<file path="src/rtl/decode_issue_ctrl_pkg.sv">
// Shared definitions for the decode/issue sequencer: sizes, opcode[6:2]
// class codes, FSM state encoding and the register-use decode helper.
package decode_issue_ctrl_pkg;

  localparam int XLEN    = 32;
  localparam int NREGS   = 32;
  localparam int RIDX_W  = $clog2(NREGS);
  localparam int STALL_W = 16;

  // opcode[6:2] major classes
  localparam logic [4:0] OPC_LOAD   = 5'b00000;
  localparam logic [4:0] OPC_OP_IMM = 5'b00100;
  localparam logic [4:0] OPC_AUIPC  = 5'b00101;
  localparam logic [4:0] OPC_STORE  = 5'b01000;
  localparam logic [4:0] OPC_OP     = 5'b01100;
  localparam logic [4:0] OPC_LUI    = 5'b01101;
  localparam logic [4:0] OPC_OP_FP  = 5'b10100;
  localparam logic [4:0] OPC_BRANCH = 5'b11000;
  localparam logic [4:0] OPC_JALR   = 5'b11001;
  localparam logic [4:0] OPC_JAL    = 5'b11011;

  typedef enum logic [1:0] {
    ST_EMPTY = 2'd0,
    ST_HOLD  = 2'd1,
    ST_STALL = 2'd2
  } state_t;

  typedef struct packed {
    logic use_rs1;
    logic use_rs2;
    logic use_rd;
  } reg_use_t;

  // Which register fields an instruction class actually reads/writes.
  // Unknown opcodes use nothing, so they never stall and never reserve rd.
  function automatic reg_use_t decode_use(input logic [4:0] opc);
    reg_use_t u;
    u = '0;
    case (opc)
      OPC_OP, OPC_OP_FP:             u = '{use_rs1: 1'b1, use_rs2: 1'b1, use_rd: 1'b1};
      OPC_LOAD, OPC_OP_IMM, OPC_JALR: u = '{use_rs1: 1'b1, use_rs2: 1'b0, use_rd: 1'b1};
      OPC_STORE, OPC_BRANCH:         u = '{use_rs1: 1'b1, use_rs2: 1'b1, use_rd: 1'b0};
      OPC_LUI, OPC_AUIPC, OPC_JAL:   u = '{use_rs1: 1'b0, use_rs2: 1'b0, use_rd: 1'b1};
      default:                       u = '0;
    endcase
    return u;
  endfunction

endpackage

</file>
<file path="src/rtl/decode_issue_ctrl_if.sv">
// Fetch / execute / writeback signal bundle for the decode/issue sequencer.
// slave: the sequencer side. master: the surrounding pipeline side.
interface decode_issue_ctrl_if
  import decode_issue_ctrl_pkg::*;
();
  logic              if_valid;
  logic [XLEN-1:0]   if_instr;
  logic              if_ready;
  logic              ex_valid;
  logic [XLEN-1:0]   ex_instr;
  logic              ex_ready;
  logic              wb_valid;
  logic [RIDX_W-1:0] wb_rd;
  logic              flush;

  modport slave (
    input  if_valid, if_instr, ex_ready, wb_valid, wb_rd, flush,
    output if_ready, ex_valid, ex_instr
  );

  modport master (
    output if_valid, if_instr, ex_ready, wb_valid, wb_rd, flush,
    input  if_ready, ex_valid, ex_instr
  );
endinterface

</file>
<file path="src/rtl/decode_issue_ctrl_scoreboard.sv">
// Pending-write scoreboard: one bit per architectural register, set when a
// writer issues, cleared at writeback. x0 is never tracked.
module issue_scoreboard #(
  parameter int NREGS  = 32,
  parameter int RIDX_W = 5
) (
  input  logic              clk,
  input  logic              rst_n,
  input  logic              set_en,
  input  logic [RIDX_W-1:0] set_idx,
  input  logic              clr_en,
  input  logic [RIDX_W-1:0] clr_idx,
  input  logic [RIDX_W-1:0] rs1_idx,
  input  logic [RIDX_W-1:0] rs2_idx,
  input  logic [RIDX_W-1:0] rd_idx,
  output logic              rs1_pend,
  output logic              rs2_pend,
  output logic              rd_pend,
  output logic [NREGS-1:0]  pend_next
);

  logic [NREGS-1:0] pend_q;

  // Next pending vector; set is applied after clear so a new writer stays outstanding.
  always_comb begin
    pend_next = pend_q;
    for (int i = 1; i < NREGS; i++) begin
      if (clr_en && clr_idx == RIDX_W'(i)) pend_next[i] = 1'b0;
      if (set_en && set_idx == RIDX_W'(i)) pend_next[i] = 1'b1;
    end
    pend_next[0] = 1'b0;
  end

  // Pending register bank.
  always_ff @(posedge clk or negedge rst_n) begin
    if (!rst_n) pend_q <= '0;
    else        pend_q <= pend_next;
  end

  assign rs1_pend = pend_q[rs1_idx];
  assign rs2_pend = pend_q[rs2_idx];
  assign rd_pend  = pend_q[rd_idx];

endmodule

</file>
<file path="src/rtl/decode_issue_ctrl.sv">
// Decode/issue sequencer: buffers one fetched instruction, checks RAW/WAW
// against the pending-write scoreboard and hands it to execute when clear.
// Optional build macro ISSUE_BYPASS_EN: a writeback in the current cycle
// masks its scoreboard bit so a dependent instruction issues in that cycle.
//
// state    | meaning
// ---------+-----------------------------------------------
// ST_EMPTY | no instruction buffered
// ST_HOLD  | instruction buffered, no hazard against scoreboard
// ST_STALL | instruction buffered, waiting on a pending write
module decode_issue_ctrl
  import decode_issue_ctrl_pkg::*;
(
  input  logic               clk,
  input  logic               rst_n,
  decode_issue_ctrl_if.slave bus,
  output logic [STALL_W-1:0] stall_cnt
);

  state_t            state_q, state_d;
  logic [XLEN-1:0]   instr_q;
  logic [XLEN-1:0]   next_instr;
  logic [RIDX_W-1:0] rs1, rs2, rd;
  reg_use_t          cur_use, next_use;
  logic              rs1_pend, rs2_pend, rd_pend;
  logic [NREGS-1:0]  pend_next;
  logic              byp1, byp2, bypd;
  logic              buf_valid, hazard, issue, accept, set_en, clr_en, next_hz;

  assign buf_valid = (state_q != ST_EMPTY);
  assign rs1       = instr_q[19:15];
  assign rs2       = instr_q[24:20];
  assign rd        = instr_q[11:7];
  assign cur_use   = decode_use(instr_q[6:2]);

`ifdef ISSUE_BYPASS_EN
  assign byp1 = bus.wb_valid && (bus.wb_rd == rs1);
  assign byp2 = bus.wb_valid && (bus.wb_rd == rs2);
  assign bypd = bus.wb_valid && (bus.wb_rd == rd);
`else
  assign byp1 = 1'b0;
  assign byp2 = 1'b0;
  assign bypd = 1'b0;
`endif

  assign hazard = (cur_use.use_rs1 && rs1 != '0 && rs1_pend && !byp1) ||
                  (cur_use.use_rs2 && rs2 != '0 && rs2_pend && !byp2) ||
                  (cur_use.use_rd  && rd  != '0 && rd_pend  && !bypd);

  assign bus.ex_valid = buf_valid && !hazard && !bus.flush;
  assign bus.ex_instr = instr_q;
  assign issue        = bus.ex_valid && bus.ex_ready;
  assign bus.if_ready = !bus.flush && (state_q == ST_EMPTY || issue);
  assign accept       = bus.if_valid && bus.if_ready;

  assign set_en = issue && cur_use.use_rd && rd != '0;
  assign clr_en = bus.wb_valid && bus.wb_rd != '0;

  issue_scoreboard #(.NREGS(NREGS), .RIDX_W(RIDX_W)) u_sb (
    .clk       (clk),
    .rst_n     (rst_n),
    .set_en    (set_en),
    .set_idx   (rd),
    .clr_en    (clr_en),
    .clr_idx   (bus.wb_rd),
    .rs1_idx   (rs1),
    .rs2_idx   (rs2),
    .rd_idx    (rd),
    .rs1_pend  (rs1_pend),
    .rs2_pend  (rs2_pend),
    .rd_pend   (rd_pend),
    .pend_next (pend_next)
  );

  // Hazard of whatever sits in the buffer after this edge, judged against the
  // scoreboard after this edge, so STALL means "blocked" from its first cycle.
  // pend_next[0] is always 0, which makes the x0 exclusion implicit here.
  assign next_instr = accept ? bus.if_instr : instr_q;
  assign next_use   = decode_use(next_instr[6:2]);
  assign next_hz    = (next_use.use_rs1 && pend_next[next_instr[19:15]]) ||
                      (next_use.use_rs2 && pend_next[next_instr[24:20]]) ||
                      (next_use.use_rd  && pend_next[next_instr[11:7]]);

  // Next-state decode.
  always_comb begin
    state_d = state_q;
    case (state_q)
      ST_EMPTY: if (accept) state_d = next_hz ? ST_STALL : ST_HOLD;
      ST_HOLD, ST_STALL: begin
        if (bus.flush || (issue && !accept)) state_d = ST_EMPTY;
        else                                 state_d = next_hz ? ST_STALL : ST_HOLD;
      end
      default: state_d = ST_EMPTY;
    endcase
  end

  // State register.
  always_ff @(posedge clk or negedge rst_n) begin
    if (!rst_n) state_q <= ST_EMPTY;
    else        state_q <= state_d;
  end

  // Instruction buffer, loaded on every accepted fetch.
  always_ff @(posedge clk or negedge rst_n) begin
    if (!rst_n)      instr_q <= '0;
    else if (accept) instr_q <= bus.if_instr;
  end

  // Saturating count of cycles spent in STALL.
  always_ff @(posedge clk or negedge rst_n) begin
    if (!rst_n)                                      stall_cnt <= '0;
    else if (state_q == ST_STALL && stall_cnt != '1) stall_cnt <= stall_cnt + 1'b1;
  end

endmodule

</file>
<file path="src/flat_wrapper.sv">
// flat-port wrapper written by rule: the top's interface ports become plain ports
module decode_issue_ctrl_flat import decode_issue_ctrl_pkg::*;
  (clk, rst_n, stall_cnt, bus_if_valid, bus_if_instr, bus_ex_ready, bus_wb_valid, bus_wb_rd, bus_flush, bus_if_ready, bus_ex_valid, bus_ex_instr);
  decode_issue_ctrl_if bus_i ();
  input  logic clk;
  input  logic rst_n;
  output logic [STALL_W-1:0] stall_cnt;
  input wire logic [$bits(bus_i.if_valid)-1:0] bus_if_valid;
  input wire logic [$bits(bus_i.if_instr)-1:0] bus_if_instr;
  input wire logic [$bits(bus_i.ex_ready)-1:0] bus_ex_ready;
  input wire logic [$bits(bus_i.wb_valid)-1:0] bus_wb_valid;
  input wire logic [$bits(bus_i.wb_rd)-1:0] bus_wb_rd;
  input wire logic [$bits(bus_i.flush)-1:0] bus_flush;
  output wire logic [$bits(bus_i.if_ready)-1:0] bus_if_ready;
  output wire logic [$bits(bus_i.ex_valid)-1:0] bus_ex_valid;
  output wire logic [$bits(bus_i.ex_instr)-1:0] bus_ex_instr;
  assign bus_i.if_valid = bus_if_valid;
  assign bus_i.if_instr = bus_if_instr;
  assign bus_i.ex_ready = bus_ex_ready;
  assign bus_i.wb_valid = bus_wb_valid;
  assign bus_i.wb_rd = bus_wb_rd;
  assign bus_i.flush = bus_flush;
  assign bus_if_ready = bus_i.if_ready;
  assign bus_ex_valid = bus_i.ex_valid;
  assign bus_ex_instr = bus_i.ex_instr;
  decode_issue_ctrl u_core (.clk(clk), .rst_n(rst_n), .bus(bus_i), .stall_cnt(stall_cnt));
endmodule
</file>
<file path="config.mk">
export PLATFORM = sky130hd
export DESIGN_NAME = decode_issue_ctrl_flat
export DESIGN_NICKNAME = d
export VERILOG_FILES = /design/src/rtl/decode_issue_ctrl_pkg.sv /design/src/rtl/decode_issue_ctrl_if.sv /design/src/rtl/decode_issue_ctrl_scoreboard.sv /design/src/rtl/decode_issue_ctrl.sv /design/src/flat_wrapper.sv
export SDC_FILE = /design/constraint.sdc
export NUM_CORES = 1
export LEC_CHECK = 0
export CORE_MARGIN = 3
export CORE_UTILIZATION = 40
export DETAILED_ROUTE_END_ITERATION = 6
export HOLD_SLACK_MARGIN = 0.03
export PLACE_DENSITY = 0.64
export SYNTH_ARGS = -nofsm -noshare
export SYNTH_HDL_FRONTEND = slang
export SYNTH_SLANG_ARGS = --single-unit
export TNS_END_PERCENT = 1
</file>
<file path="constraint.sdc">
create_clock -name clk -period 4 [get_ports clk]
set_clock_uncertainty 0.2 [all_clocks]
set_input_delay 0.6 -clock clk [delete_from_list [all_inputs] [get_ports clk]]
set_output_delay 0.6 -clock clk [all_outputs]
set_load 0.1 [all_outputs]
</file>
# ---- Word level (Yosys, flattened, before mapping)
# Memory sizes are Yosys's and may differ from the RTL's.
# Cells that the tools add are included.
dict set report word_totals {
  register_bits 81
  in_bits 43
  output_inout_bits 50
  romBits 192
  memories 2
  word_cells 256
}
dict set report classes {
  mux 79
  add_sub_neg 1
  n_reduce_logical 97
  n_lt_le_gt_ge 6
  n_eq_ne 66
}
# name depth word_bits rd rd_clocked_by_memory_dff wr line
set mem_list {}
lappend mem_list {{(no name shown)} 32 3 1 0 0 decode_issue_ctrl_pkg.sv:39} ;# case (opc)
lappend mem_list {{(no name shown)} 32 3 1 0 0 decode_issue_ctrl_pkg.sv:39}
# op count
set ops {}
lappend ops {{$eq 5x5->1 const B} 32}
lappend ops {{$logic_and 1x1->1} 81}
lappend ops {{$eq 5x4->1 const B} 16}
lappend ops {{$mux 1} 68}
lappend ops {{$eq 5x3->1 const B} 8}
lappend ops {{$lt 5x6->1 const B} 6}
lappend ops {{$bmux 1 s5} 6}
lappend ops {{$mux 25} 1}
lappend ops {{$eq 5x2->1 const B} 4}
lappend ops {{$reduce_bool 5->1} 4}
lappend ops {{$add 16x1->16 const B} 1}
lappend ops {{$ne 16x16->1 const B} 1}
lappend ops {{$eq 5x1->1 const B} 2}
lappend ops {{$logic_or 1x1->1} 6}
lappend ops {{$mux 2} 3}
lappend ops {{$pmux 2 s2} 1}
lappend ops {{$logic_not 1->1} 3}
lappend ops {{$eq 2x1->1 const B} 1}
lappend ops {{$eq 2x2->1 const B} 1}
lappend ops {{$logic_not 2->1} 1}
lappend ops {{$ne 2x1->1 const B} 1}
lappend ops {{$reduce_bool 2->1} 1}
lappend ops {{$reduce_or 2->1} 1}

# ---- Depth between registers and ports, before layout
# Gate-level depths: netlist of the first run.
dict set report depth {
  word_depth 21
  mapped_depth 18
  mapped_depth_nobuf 15
}

# ---- By module
# A second synthesis of the first run with hierarchy kept.
dict set report unflattened {
  cells_unflattened 631
  area_unflattened_um2 5719.2
}
# module cells_each seq_area_each_um2 area_each_um2 n_inst
set by_module_without_submodules {}
lappend by_module_without_submodules {decode_issue_ctrl 394 1251.2 3529.6 1}
lappend by_module_without_submodules {issue_scoreboard 237 775.7 2189.6 1}

# ---- Worst setup path after synthesis of the first run
# Ideal clock, no wire load.
dict set report synth_path {
  path_kind {register to output}
  start {reg u_core.instr_q[20] (netlist: u_core.bus.ex_instr[20])}
  end {out bus_if_ready}
  arrival_time_ns 4.871
  slack_ns -1.671
  stages_incl_launch_ff 10
  path_buffers 1
  required_ns 3.200
  path_cell_list {dfrtp_1 buf_2 mux4_2 mux2_2 nand2_1 o21ai_0 a21oi_1 and2_1 a21oi_1 nor2_1}
}
dict set report synth_via {
  elab_chain_len 11
  elab_cells_between_ends 13
  cone_classes {mux (2); reduce/logical (11)}
}
# item line
set synth_lines {}
lappend synth_lines {{start: declaration} decode_issue_ctrl.sv:21} ;# logic [XLEN-1:0] instr_q;
lappend synth_lines {{start signal: assignment} decode_issue_ctrl.sv:106} ;# else if (accept) instr_q <= bus.if_instr;
lappend synth_lines {{$bmux 1 s5 / $reduce_bool 5->1 (equally long branches)} {decode_issue_ctrl_scoreboard.sv:41, decode_issue_ctrl.sv:47}}
lappend synth_lines {{$mux 1 (not written as such) / $logic_and 1x1->1 (equally long branches)} {decode_issue_ctrl_scoreboard.sv:41, decode_issue_ctrl.sv:47}}
lappend synth_lines {{$logic_and 1x1->1 (*)} decode_issue_ctrl.sv:47} ;# (cur_use.use_rs2 && rs2 != '0 && rs2_pend && !byp2) ||
lappend synth_lines {{$logic_or 1x1->1 (*)} decode_issue_ctrl.sv:46} ;# assign hazard = (cur_use.use_rs1 && rs1 != '0 && rs1_pend && !byp1) ||
lappend synth_lines {{$logic_or 1x1->1 (*)} decode_issue_ctrl.sv:47}
lappend synth_lines {{$logic_not 1->1 (*)} decode_issue_ctrl.sv:50} ;# assign bus.ex_valid = buf_valid && !hazard && !bus.flush;
lappend synth_lines {{$logic_and 1x1->1 (*) (2 in a row)} decode_issue_ctrl.sv:50}
lappend synth_lines {{via bus_ex_valid} flat_wrapper.sv:15} ;# output wire logic [$bits(bus_i.ex_valid)-1:0] bus_ex_valid;
lappend synth_lines {{$logic_and 1x1->1 (*)} decode_issue_ctrl.sv:52} ;# assign issue = bus.ex_valid && bus.ex_ready;
lappend synth_lines {{$logic_or 1x1->1 (*)} decode_issue_ctrl.sv:53} ;# assign bus.if_ready = !bus.flush && (state_q == ST_EMPTY || issue);
lappend synth_lines {{$logic_and 1x1->1 (*)} decode_issue_ctrl.sv:53}
lappend synth_lines {{end: declaration} flat_wrapper.sv:14} ;# output wire logic [$bits(bus_i.if_ready)-1:0] bus_if_ready;
# Mark *: on every way through the listed nets, which the timed path passes. The rest lies on a longest branch. The select of a mux whose other input is x is not followed.

# ---- Final worst setup path of the first run
dict set report layout_path {
  start {reg u_core.instr_q[20] (netlist: u_core.bus.ex_instr[20])}
  end {reg u_core.state_q[0]}
}
dict set report layout_via {
  elab_chain_len 21
  elab_cells_between_ends 99
  cone_classes {eq/ne (1); mux (44); reduce/logical (53); memory (1)}
}
# item line
set layout_lines {}
lappend layout_lines {{$bmux 1 s5 / $reduce_bool 5->1 (equally long branches)} {decode_issue_ctrl_scoreboard.sv:41, decode_issue_ctrl.sv:47}}
lappend layout_lines {{$mux 1 (not written as such) / $logic_and 1x1->1 (equally long branches)} {decode_issue_ctrl_scoreboard.sv:41, decode_issue_ctrl.sv:47}}
lappend layout_lines {{$logic_and 1x1->1 (*)} decode_issue_ctrl.sv:47}
lappend layout_lines {{$logic_or 1x1->1 (*)} decode_issue_ctrl.sv:46}
lappend layout_lines {{$logic_or 1x1->1 (*)} decode_issue_ctrl.sv:47}
lappend layout_lines {{$logic_not 1->1 (*)} decode_issue_ctrl.sv:50}
lappend layout_lines {{$logic_and 1x1->1 (*) (2 in a row)} decode_issue_ctrl.sv:50}
lappend layout_lines {{$logic_and 1x1->1 (*)} decode_issue_ctrl.sv:52}
lappend layout_lines {{(+4 left out)} -}
lappend layout_lines {{via u_core.next_instr[18]} decode_issue_ctrl.sv:22} ;# logic [XLEN-1:0] next_instr;
lappend layout_lines {{$bmux 1 s5 (*)} decode_issue_ctrl.sv:80} ;# assign next_hz = (next_use.use_rs1 && pend_next[next_instr[19:15]]) ||
lappend layout_lines {{$mux 1 (not written as such) (*)} decode_issue_ctrl.sv:80}
lappend layout_lines {{$logic_and 1x1->1 (*)} decode_issue_ctrl.sv:80}
lappend layout_lines {{$logic_or 1x1->1 (*)} decode_issue_ctrl.sv:80}
lappend layout_lines {{$logic_or 1x1->1 (*)} decode_issue_ctrl.sv:81} ;# (next_use.use_rs2 && pend_next[next_instr[24:20]]) ||
lappend layout_lines {{$mux 2 (*)} {decode_issue_ctrl.sv:88, decode_issue_ctrl.sv:91}}
lappend layout_lines {{$mux 2 (on tied branches)} {decode_issue_ctrl.sv:90, decode_issue_ctrl.sv:88}}
lappend layout_lines {{$pmux 2 s2 (*)} decode_issue_ctrl.sv:87} ;# case (state_q)
lappend layout_lines {{end signal: assignment} decode_issue_ctrl.sv:100} ;# else state_q <= state_d;
lappend layout_lines {{end: declaration} decode_issue_ctrl.sv:20} ;# state_t state_q, state_d;
# Marks and branches as above.
# A chain may end at the register's enable or synchronous reset.

==> flow_summary.ini, run 1 <==
[timing]
rsz0062_at_grt = true
min_period_ns = 4.32
finalSetupViolCount = 2
slew_headroom = 0.322
finalMaxSlewViolations = 0
fmax_ghz = 0.231
period_share = 1.08
fin_ws_ns = -0.323
worst_pin_slew_ns = 1.01
hold_viol = 0

[pwr]
power_density_nw_per_um2 = 977
vdd_drop_max_v = 0.000742
p_leak_nw = 3.75

[floorplanning]
die-area_sq_um = 15400
ioPinCount = 93
fp.coreArea_sq_um = 13500
rows = 42
start_util = 0.416
die_y_um = 124
die_w_um = 124

[critical_path]
crit_path_end = u_core.state_q[0]
worstPathArrival_ns = 4.40
cp-startpoint = u_core.bus.ex_instr[20]
timing.rr.start = u_core.bus.ex_instr[20]
crit_fanout = 7
r2r_end = u_core.state_q[0]
worstPathRequired_ns = 4.08
r2r_cells = 15
criticalPathCategory = reg -> reg
r2r_slack_ns = -0.32
end_kind = register
cp-start-kind = register

[placement]
portBuffers = 92
dpl_worst_slack_ns = -0.761
hpwl_um = 17100
placed_cell_area_sq_um = 8010
place_congestion = 1.01

[layout]
fill_cells = 1134
antenna_cells = 0
final_cell_mix = buf_4 (161), clkdlybuf4s50_1 (89), dfrtp_1 (71), mux2i_1 (59), o21ai_0 (56)
final_nets = 863
layout-drive-gt1-share = 0.345
area_growth_pct = 52.3
layout_commonest_cell = buf_4
design_area_sq_um = 8520
utilization = 0.633

[run_status]
status = finished, violations left
violations = setup timing

[clocking]
clock_path_buffers = 2
numCtsBuffers = 9
worstSkewPairLatency_ns = 0.35
cts_root_buffer = clkbuf_16
clk_pin_slew_ns = 0.06
holdBufCountCts = 0
clkSinkCount = 81
h-tree-depth = 3
cts_tree = built

[global_routing]
grt_pass1_vias = 6202
overflow = 0
grt_antenna_before_repair = 0
gr-usage-all-layers = 0.278
grt_max_degree = 49
grt_pass1_wl_um = 34200

[logic_synthesis]
async_flop_share = 1.00
yosysWarnings = 0
ys_seq_elements = 81
syn_area_sq_um = 5590
netlist_instances = 567
synth-edff-count = 0
synth_seq_area_share = 0.362
ys_types = 59
syn_avg_cell_area_sq_um = 9.87
synthesis.nets = 614
synth_top_flop_cell = dfrtp_1

[route]
finalWirelength_um = 21900
drtPass1Iterations = 5
vias_per_cell = 5.95
antenna_left = 0
vias = 5935
drcViolationCount = 0
wl_per_cell_um = 22.0
dr.first_iter.drc_count = 526

[flow_run]
drv_cap = 0

[min_path]
hold_path.class = in -> async
==> report_power, final <==
group	internal, mW	total (mW)	switching [mW]
Clock	0.499	0.835	0.336
Combinational	2.39	5.97	3.58
Sequential	1.14	1.52	0.375
Total	4.03	8.33	4.30
==> logic make-up after synthesis <==
| logic type | count (synthesis) | share of synthesized area |
|---|---|---|
| xor+xnor | 16 | 0.0250 |
| fa+ha+maj | 4 | 0.00895 |
| simple gates | 178 | 0.164 |
| mux | 113 | 0.256 |
| flops | 81 | 0.362 |
| compound gates | 129 | 0.146 |
| buf+inv | 46 | 0.0376 |
==> synth_stat cells (13+ instances only) <==
cell	count	area share
inv_1	18	0.012
nand2_1	37	0.025
mux2i_1	64	0.11
a21oi_1	13	0.012
mux2_2	24	0.048
o21ai_0	63	0.056
nand3_1	21	0.019
dfrtp_1	81	0.36
nor2b_1	16	0.018
nor3_1	13	0.012
mux4_2	17	0.068
nor2_1	40	0.027
==> routing by layer <==
layer	up-vias	part of all wire	track usage	wire length, um
met5	-	0	0	0
met4	0	0.043	0.124	949
met3	64	0.095	0.0716	2070
met2	349	0.46	0.440	10100
met1	2901	0.40	0.360	8780
li1	2621	-	-	-
==> per-stage QoR <==
stage          std cells  total power, mW  hold slack [ns]  TNS [ns]
3_5_place_dp         979             7.18            0.296     -1.46
3_3_place_gp         979             7.12            0.274     -1.31
6_report             997             8.33           0.0814    -0.561
5_1_grt              997             8.66            0.127    -0.817
2_1_floorplan        567             4.87            0.104    -0.680
4_1_cts              996             8.15            0.105    -0.614
==> final cells by class <==
class / count / area (sq um) / share of cell area
clock buffer: 13 / 250 / 0.0294
clock inverter: 3 / 40.0 / 0.00470
inverter: 20 / 75.1 / 0.00881
multi-input combinational: 440 / 3550 / 0.416
sequential: 81 / 2050 / 0.241
tap: 176 / 220 / 0.0258
timing repair buffer: 264 / 2340 / 0.274
==> worst min-delay path by stage <==
stage / from / to / slack (ns)
global placement: u_core.stall_cnt[8] / u_core.stall_cnt[8] / 0.27
floorplan: rst_n / u_core.bus.ex_instr[0] / 0.10
CTS: rst_n / u_core.u_sb.pend_q[21] / 0.11
detailed placement: u_core.bus.ex_instr[12] / u_core.bus.ex_instr[12] / 0.30
global route: rst_n / u_core.u_sb.pend_q[20] / 0.13
finish: rst_n / u_core.u_sb.pend_q[21] / 0.08
==> sequential cells by signal, indices dropped and copies added, names as in the netlist <==
signal	flops
u_core.bus.ex_instr	32
u_core.u_sb.pend_q	31
u_core.stall_cnt	16
u_core.state_q	2
==> critical path, stage by stage (launching register included) <==
cell	delay, ns
dfrtp_4	0.53
buf_4	0.17
mux4_2	0.48
o21ai_1	0.35
a21oi_4	0.13
a31oi_4	0.33
buf_12	0.16
buf_6	0.12
mux2i_4	0.32
inv_1	0.13
nor3_1	0.20
a211oi_1	0.10
o41ai_2	0.32
a221oi_2	0.09
or4_1	0.48
o21ai_1	0.13
==> what timing repair did <==
action,4_1_cts,5_1_grt
setup endpoints to repair,2,2
buffers inserted,3,1
pin swaps,6,7
gates resized for setup,19,25
cloned,0,0
Power figures use the tool's default switching activity.
==> run 2: changes to the inputs <==
--- a/config.mk
+++ b/config.mk
@@ -5,11 +5,13 @@
 export SDC_FILE = /design/constraint.sdc
 export NUM_CORES = 1
 export LEC_CHECK = 0
+export CELL_PAD_IN_SITES_DETAIL_PLACEMENT = 0
+export CELL_PAD_IN_SITES_GLOBAL_PLACEMENT = 2
 export CORE_MARGIN = 3
-export CORE_UTILIZATION = 40
+export CORE_UTILIZATION = 31
 export DETAILED_ROUTE_END_ITERATION = 6
 export HOLD_SLACK_MARGIN = 0.03
-export PLACE_DENSITY = 0.64
+export PLACE_DENSITY = 0.77
 export SYNTH_ARGS = -nofsm -noshare
 export SYNTH_HDL_FRONTEND = slang
 export SYNTH_SLANG_ARGS = --single-unit
==> run 2 against run 1 <==
Compared with the run above:
- the flow still finishes with violations (setup timing)
- combinational power up 2%
- global-route usage shrank 4.2 points
- non-clock buffer count is 22 higher
- clock power is 9.9% higher
- routed wire length increased by 5.7%
- first-iteration DRC count increased by 2.1%
- die area increased by 28%
- power rose by 2.3%
- critical path type unchanged
==> flow_summary.ini, run 2 (same netlist as run 1, synthesis figures left out) <==
[route]
wl_met1_um = 9570
antenna_left = 0
wl_met2_um = 11200
vias_per_cell = 5.45
drtPass1Iterations = 5
drcViolationCount = 0
wl_met3_um = 1590
wl_per_cell_um = 21.6
top_layer = met4
dr.first_iter.drc_count = 537
finalWirelength_um = 23100
vias = 5823

[run_status]
violations = setup timing
status = finished, violations left

[clocking]
clk_pin_slew_ns = 0.06
cts_root_buffer = clkbuf_16
worstSkewPairLatency_ns = 0.35
clkSinkCount = 81
numCtsBuffers = 9
holdBufCountCts = 0
h-tree-depth = 3
cts_tree = built
clock_path_buffers = 2

[placement]
portBuffers = 92
placed_cell_area_sq_um = 8180
placed_cells = 1048
hpwl_um = 18700
place_congestion = 0.984

[layout]
final_nets = 886
largest_reg_flops = 32
layout_commonest_cell = buf_4
antenna_cells = 0
instances_no_fill = 1069
utilization = 0.499
design_area_sq_um = 8730
final_cell_mix = buf_4 (187), clkdlybuf4s50_1 (88), dfrtp_1 (71), o21ai_0 (62), mux2i_1 (61)
layout-drive-gt1-share = 0.359
fill_cells = 1664
area_growth_pct = 56.0

[timing]
hold_viol = 0
slew_headroom = 0.294
worst_pin_slew_ns = 1.06
fin_ws_ns = -0.456
min_period_ns = 4.46
rsz0062_at_grt = true
period_share = 1.11
finalMaxSlewViolations = 0
finalSetupViolCount = 2
fmax_ghz = 0.224

[global_routing]
grt_pass1_wl_um = 35900
gr-usage-all-layers = 0.236
overflow = 0
grt_antenna_before_repair = 0
grt_pass1_vias = 6233
grt_max_degree = 82

[floorplanning]
ioPinCount = 93
fp.coreArea_sq_um = 17500
die_w_um = 140
die_y_um = 140
start_util = 0.320
rows = 48
die-area_sq_um = 19700

[critical_path]
worstPathArrival_ns = 4.53
criticalPathCategory = reg -> reg
cp-start-kind = register
crit_fanout = 8
worstPathRequired_ns = 4.07
end_kind = register

[pwr]
vdd_drop_max_v = 0.000705
p_leak_nw = 3.86
power_density_nw_per_um2 = 976

[min_path]
hold_path.class = in -> async

[flow_run]
drv_cap = 0
-- run 2: cell types whose count changed in the layout (fill, tap and decap cells not counted), moves of 3 or more --
cell,before,now
buf_4,161,187
o21ai_1,7,3
o21ai_0,56,62
inv_6,0,3
clkbuf_1,3,0
mux2i_2,5,2
-- run 2: report_power, final --
group | switching, mW | internal, mW
logic | 3.64 | 2.45
registers | 0.360 | 1.14
clock network | 0.365 | 0.553
-- run 2: path summary, 6_finish.rpt --
check,startpoint,to,slack [ns],cells after the start
max,u_core.bus.ex_instr[15],u_core.state_q[0],-0.46,16
min,rst_n,u_core.bus.ex_instr[14],0.24,1
max reg2reg,u_core.bus.ex_instr[15],u_core.state_q[0],-0.46,16
min reg2reg,u_core.stall_cnt[15],u_core.stall_cnt[15],0.30,1
max in group asynchronous,rst_n,u_core.bus.ex_instr[15],2.55,1
min in group clk,u_core.stall_cnt[15],u_core.stall_cnt[15],0.30,1
-- run 2: final cells by class --
cell class              instances  area [sq um]  area share
inverters                      20          77.6     0.00889
clock buffers                   9           225      0.0258
multi-input cells             441          3520       0.403
flip-flops and latches         81          2050       0.235
clock inverters                 7           101      0.0116
well taps                     225           282      0.0323
repair buffers                286          2470       0.283
-- run 2: what timing repair did --
action,4_1_cts,5_1_grt
endpoints found under the hold margin,0,0
cloned,1,0
buffers inserted,6,0
setup endpoints to repair,2,2
pin swaps,6,6
gates resized for setup,13,18
-- run 2: metal layers --
layer  vias up  global-route usage
li1       2668                   -
met1      2836               0.297
met2       264               0.396
met3        55              0.0512
met4         0              0.0908
met5         -                   0
-- run 2: stage by stage --
stage          setup TNS, ns  total power [mW]  setup slack (ns)  hold slack (ns)
3_3_place_gp           -1.10              7.31            -0.610            0.276
3_5_place_dp           -1.17              7.34            -0.608            0.294
2_1_floorplan         -0.680              4.87            -0.313            0.104
4_1_cts               -0.637              8.39            -0.422            0.290
6_report              -0.794              8.52            -0.456            0.239
5_1_grt                -1.04              8.92            -0.577            0.316
-- run 2: critical path, cell delays in order, from the launching register on --
cell and delay [ns]:
dfrtp_4 0.49, mux4_2 0.34, nor2b_1 0.04, or4_1 0.47
nand4_1 0.24, a32oi_2 0.13, a31oi_4 0.34, buf_6 0.16
buf_4 0.12, buf_6 0.14, mux2i_4 0.28, buf_4 0.18
mux2i_1 0.09, mux2_2 0.27, o211a_1 0.22, or4_1 0.52
o21ai_1 0.14
